[config.mk]
export PLATFORM = sky130hd
export DESIGN_NAME = rcv_frame_ctrl
export DESIGN_NICKNAME = d
export VERILOG_FILES = /design/src/rtl/rcv_frame_ctrl.sv
export SDC_FILE = /design/constraint.sdc
export NUM_CORES = 1
export LEC_CHECK = 0
export ABC_AREA = 0
export ABC_CLOCK_PERIOD_IN_PS = 3500
export CORE_AREA = 5 5 59 61
export DETAILED_ROUTE_END_ITERATION = 7
export DIE_AREA = 0 0 64 66
export PLACE_DENSITY_LB_ADDON = 0.1
export SETUP_SLACK_MARGIN = 0.2
export SYNTH_ARGS = -nofsm -noshare
export SYNTH_HDL_FRONTEND = slang
export SYNTH_SLANG_ARGS = --single-unit
export TNS_END_PERCENT = 30
[constraint.sdc]
create_clock -name clk -period 3.5 [get_ports clk]
set_input_delay 0.35 -clock clk [delete_from_list [all_inputs] [get_ports clk]]
set_output_delay 0.35 -clock clk [all_outputs]
set_load 0.02 [all_outputs]
[src/rtl/rcv_frame_ctrl.sv]
// Serial frame receiver: start/data/[parity]/stop sampling at bit centres, loads rx_data one cycle after the stop sample.
// Optional even parity bit when RCV_PARITY_EN is defined; otherwise parity_error is tied low.
module rcv_frame_ctrl #(
  parameter int CLKS_PER_BIT = 10,
  parameter int DATA_BITS    = 8
) (
  input  logic                 clk,
  input  logic                 n_rst,
  input  logic                 serial_in,
  input  logic                 data_read,
  output logic [DATA_BITS-1:0] rx_data,
  output logic                 data_ready,
  output logic                 overrun_error,
  output logic                 framing_error,
  output logic                 parity_error
);

  localparam int CW = $clog2(DATA_BITS);
  localparam logic [7:0]    HALF_LAST = 8'(CLKS_PER_BIT / 2 - 1);
  localparam logic [7:0]    BIT_LAST  = 8'(CLKS_PER_BIT - 1);
  localparam logic [CW-1:0] LAST_BIT  = CW'(DATA_BITS - 1);

  typedef enum logic [2:0] {
    IDLE, START_CHK, DATA, PARITY, STOP, LOAD, WAIT_IDLE
  } state_t;

  state_t               state_q, state_d;
  logic                 sync1_q, sync2_q, prev_q;
  logic [7:0]           timer_q, timer_d;
  logic [CW-1:0]        bit_cnt_q, bit_cnt_d;
  logic [DATA_BITS-1:0] shift_q, shift_d;
  logic [DATA_BITS-1:0] rx_data_q, rx_data_d;
  logic                 data_ready_q, data_ready_d;
  logic                 overrun_q, overrun_d;
  logic                 framing_q, framing_d;

  logic line, start_edge, tick_half, tick_bit, last_bit, load, start_ok;

  assign line       = sync2_q;
  assign start_edge = prev_q & ~sync2_q;
  assign tick_half  = (timer_q == HALF_LAST);
  assign tick_bit   = (timer_q == BIT_LAST);
  assign last_bit   = (bit_cnt_q == LAST_BIT);
  assign start_ok   = (state_q == START_CHK) && tick_half && !line;
  assign load       = (state_q == STOP) && tick_bit && line;

  always_ff @(posedge clk or negedge n_rst) begin
    if (!n_rst) state_q <= IDLE;
    else        state_q <= state_d;
  end

  always_comb begin
    state_d = state_q;
    case (state_q)
      IDLE:      if (start_edge) state_d = START_CHK;
      START_CHK: if (tick_half)  state_d = line ? IDLE : DATA;
`ifdef RCV_PARITY_EN
      DATA:      if (tick_bit && last_bit) state_d = PARITY;
`else
      DATA:      if (tick_bit && last_bit) state_d = STOP;
`endif
      PARITY:    if (tick_bit) state_d = STOP;
      STOP:      if (tick_bit) state_d = line ? LOAD : WAIT_IDLE;
      LOAD:      state_d = IDLE;
      WAIT_IDLE: if (line) state_d = IDLE;
      default:   state_d = IDLE;
    endcase
  end

  // Timer restarts on every sample so each bit is timed from the previous centre.
  always_comb begin
    timer_d      = 8'd0;
    bit_cnt_d    = bit_cnt_q;
    shift_d      = shift_q;
    rx_data_d    = rx_data_q;
    data_ready_d = data_ready_q;
    overrun_d    = overrun_q;
    framing_d    = framing_q;
    case (state_q)
      START_CHK:           timer_d = tick_half ? 8'd0 : timer_q + 8'd1;
      DATA, PARITY, STOP:  timer_d = tick_bit  ? 8'd0 : timer_q + 8'd1;
      default:             timer_d = 8'd0;
    endcase
    if (state_q == IDLE) bit_cnt_d = '0;
    if (state_q == DATA && tick_bit) begin
      shift_d   = {line, shift_q[DATA_BITS-1:1]};
      bit_cnt_d = last_bit ? '0 : bit_cnt_q + CW'(1);
    end
    if (start_ok) framing_d = 1'b0;
    if (state_q == STOP && tick_bit && !line) framing_d = 1'b1;
    if (load) begin
      rx_data_d    = shift_q;
      data_ready_d = 1'b1;
      if (data_ready_q && !data_read) overrun_d = 1'b1;
    end else if (data_read && data_ready_q) begin
      data_ready_d = 1'b0;
      overrun_d    = 1'b0;
    end
  end

  always_ff @(posedge clk or negedge n_rst) begin
    if (!n_rst) begin
      sync1_q      <= 1'b1;
      sync2_q      <= 1'b1;
      prev_q       <= 1'b1;
      timer_q      <= 8'd0;
      bit_cnt_q    <= '0;
      shift_q      <= '0;
      rx_data_q    <= '0;
      data_ready_q <= 1'b0;
      overrun_q    <= 1'b0;
      framing_q    <= 1'b0;
    end else begin
      sync1_q      <= serial_in;
      sync2_q      <= sync1_q;
      prev_q       <= sync2_q;
      timer_q      <= timer_d;
      bit_cnt_q    <= bit_cnt_d;
      shift_q      <= shift_d;
      rx_data_q    <= rx_data_d;
      data_ready_q <= data_ready_d;
      overrun_q    <= overrun_d;
      framing_q    <= framing_d;
    end
  end

`ifdef RCV_PARITY_EN
  logic parity_q, parity_d;

  always_comb begin
    parity_d = parity_q;
    if (start_ok) parity_d = 1'b0;
    if (state_q == PARITY && tick_bit) parity_d = (^shift_q) ^ line;
  end

  always_ff @(posedge clk or negedge n_rst) begin
    if (!n_rst) parity_q <= 1'b0;
    else        parity_q <= parity_d;
  end

  assign parity_error = parity_q;
`else
  assign parity_error = 1'b0;
`endif

  assign rx_data       = rx_data_q;
  assign data_ready    = data_ready_q;
  assign overrun_error = overrun_q;
  assign framing_error = framing_q;

endmodule

==> flow_summary.json <==
{
  "netlist_area_mm2": 0.00163,
  "clkLatencyLatePin_ns": 0.34,
  "avgSynthCellArea_um2": 12.4,
  "powerDensity_mw_per_mm2": 511,
  "fin_crit_ns": 2.21,
  "drcViolationCount": 0,
  "use_met3_pct": 5.95,
  "timing.rr.start": "timer_q[4]",
  "synth_top_cell_by_area": "dfrtp_1",
  "final_antenna_net_count": 0,
  "synth_top_area_share_pct": 50.7,
  "critical_path_class": "reg2reg",
  "cts_root_buffer": "clkbuf_4",
  "ys_seq_elements": 36,
  "track_usage_pct": 15.6,
  "rows": 20,
  "gp_routability_congestion": 0.785,
  "grt_pass1_wl_um": 4990,
  "worst_pin_slew_ns": 0.721,
  "globalRouteMet1Util_pct": 20.0,
  "start_util_pct": 55.7,
  "ys.flop_type": "dfrtp_1",
  "synth_cells": 131,
  "grt_max_degree": 37,
  "wl_per_cell_um": 15.7,
  "io_buffer_count": 14,
  "cts.sinks": 36,
  "final_cell_mix": "33 x dfrtp_1, 14 x clkdlybuf4s50_1, 13 x mux2_2, 10 x nor2_1, 7 x inv_1",
  "first_iter_violations": 65,
  "core-area_mm2": 0.00293,
  "cts_tree": "done",
  "dieHeight_um": 66,
  "worstPathMaxFanout": 14,
  "cts.htree.levels": 2,
  "hold_viol_final": 0,
  "use_met2_pct": 23.1,
  "via_per_inst": 5.55,
  "fin_util_pct": 63.2,
  "cts_setup_buffers": 0,
  "crit_slowest_cell": "nand4bb_1",
  "start_kind": "flop",
  "num_vias": 1015,
  "grt_pass1_vias": 1056,
  "final_common_cell": "dfrtp_1",
  "grt_antenna_before_repair": 0,
  "clock_path_buffers": 2,
  "finalSetupViolations": 0,
  "clk_pin_slew_ns": 0.11,
  "drt-pass1-iter-count": 4,
  "synth_nets": 140,
  "dp_hpwl_um": 2010,
  "drv_slew": 0,
  "synth_area_leaders": "dfrtp_1 51%, mux2_2 9.0%, dfstp_2 4.8%",
  "die_area_mm2": 0.00422,
  "grt_most_used_layer": "met2",
  "cts_buffers": 5,
  "final.setup_skew_ns": 0.0109,
  "synth.distinct_cells": 37,
  "power_leakage_nw": 0.864,
  "outcome": "complete, no violations",
  "slew_headroom_pct": 51.7,
  "cts_resized": 0,
  "finalCritPeriodShare_pct": 63.2,
  "cpPeakStageDelay_ns": 0.66,
  "max_cap_violations": 0,
  "hp-start": "sync1_q",
  "grt.overflow.total": 0,
  "startpoint": "timer_q[4]",
  "cp-end-kind": "flop",
  "fill_cells": 234,
  "crit_chain": "nor4_4, nand4bb_1, mux2_4",
  "yosysWarnings": 0,
  "synth-edff-count": 0,
  "syn_to_final_growth_pct": 13.4,
  "routed_wl_um": 2870,
  "ioPinCount": 16,
  "die_w_um": 64,
  "drive_gt1_share_pct": 22.0,
  "max_freq_mhz": 452,
  "fin_setup_tns_ns": 0,
  "hold_buffers": 0,
  "yosysSeqAreaShare_pct": 55.5,
  "async_flop_share_pct": 100,
  "total_power_mw": 0.945,
  "cp_data_required_time_ns": 3.73,
  "final_nets": 158,
  "peakVddDrop_mv": 0.366,
  "holdCritPathClass": "reg2reg",
  "rsz0062_at_grt": "false",
  "antenna_cells": 0,
  "holdWs_ns": 0.362,
  "critical_path_arrival_ns": 2.44
}
-- cell families after synthesis --
group	count (synthesis)	share of synthesized area (%)
xor+xnor	6	3.22
other cells	1	0.230
flops	36	55.5
compound gates	18	7.52
mux	18	13.4
simple gates	36	13.0
buf+inv	11	3.38
fa+ha+maj	5	3.84
-- worst paths after layout --
| kind | end | slack (ns) | depth (start not counted) |
|---|---|---|---|
| worst max-delay path | shift_q[3] | 1.29 | 3 |
| worst min-delay path | line | 0.36 | 0 |
| worst max register to register | shift_q[3] | 1.29 | 3 |
| worst min register to register | line | 0.36 | 0 |
| max in group asynchronous | sync1_q | 2.74 | 2 |
| min in group asynchronous | framing_error | 0.40 | 2 |
-- area by class of cell --
cell class	count	area [µm²]	area share, %
clock buffers	8	58.8	3.18
inverters	7	26.3	1.42
multi-input cells	84	671	36.3
flip-flops and latches	36	905	48.9
well taps	33	41.3	2.23
repair buffers	15	148	7.98
-- routing by layer --
metal / wire (µm) / part of all wire (%) / up-vias
met5: 0 / 0 / -
met4: 53 / 1.8 / 0
met3: 127 / 4.4 / 4
met2: 1410 / 49 / 25
met1: 1290 / 45 / 501
li1: - / - / 485
-- Yosys cell counts, types with 3 or more instances --
cell,count
nand2_1,5
dfstp_2,3
nor2_1,10
xnor2_1,4
dfrtp_1,33
a21oi_1,3
ha_1,5
nand3_1,6
mux2_2,13
o21ai_0,6
inv_1,7
mux2_4,4
-- state kept, by name, indices dropped and copies added (netlist names) --
register and count:
timer_q 8, line 1, overrun_error 1, shift_q 8, prev_q 1, sync1_q 1
framing_error 1, rx_data 8, data_ready 1, state_q 3, bit_cnt_q 3
-- per-stage QoR --
step | cells | setup WS (ns) | area (µm²)
floorplan | 131 | 1.79 | 1630
global placement | 175 | 1.34 | 1790
detailed placement | 175 | 1.31 | 1790
CTS | 183 | 1.29 | 1850
global route | 183 | 1.11 | 1850
finish | 183 | 1.29 | 1850
-- report_power, final --
part	switching, mW	internal, mW	total [mW]
sequential	0.0439	0.449	0.493
clock	0.131	0.0991	0.230
combinational	0.130	0.0916	0.222
-- critical path: cells and delay by family, from the launching register on --
kind             cells  cell delay [ns]
flip-flops           1             0.45
AND/OR/NAND/NOR      2             1.12
multiplexers         1             0.51
No activity file was read; power rests on OpenSTA's default activity.
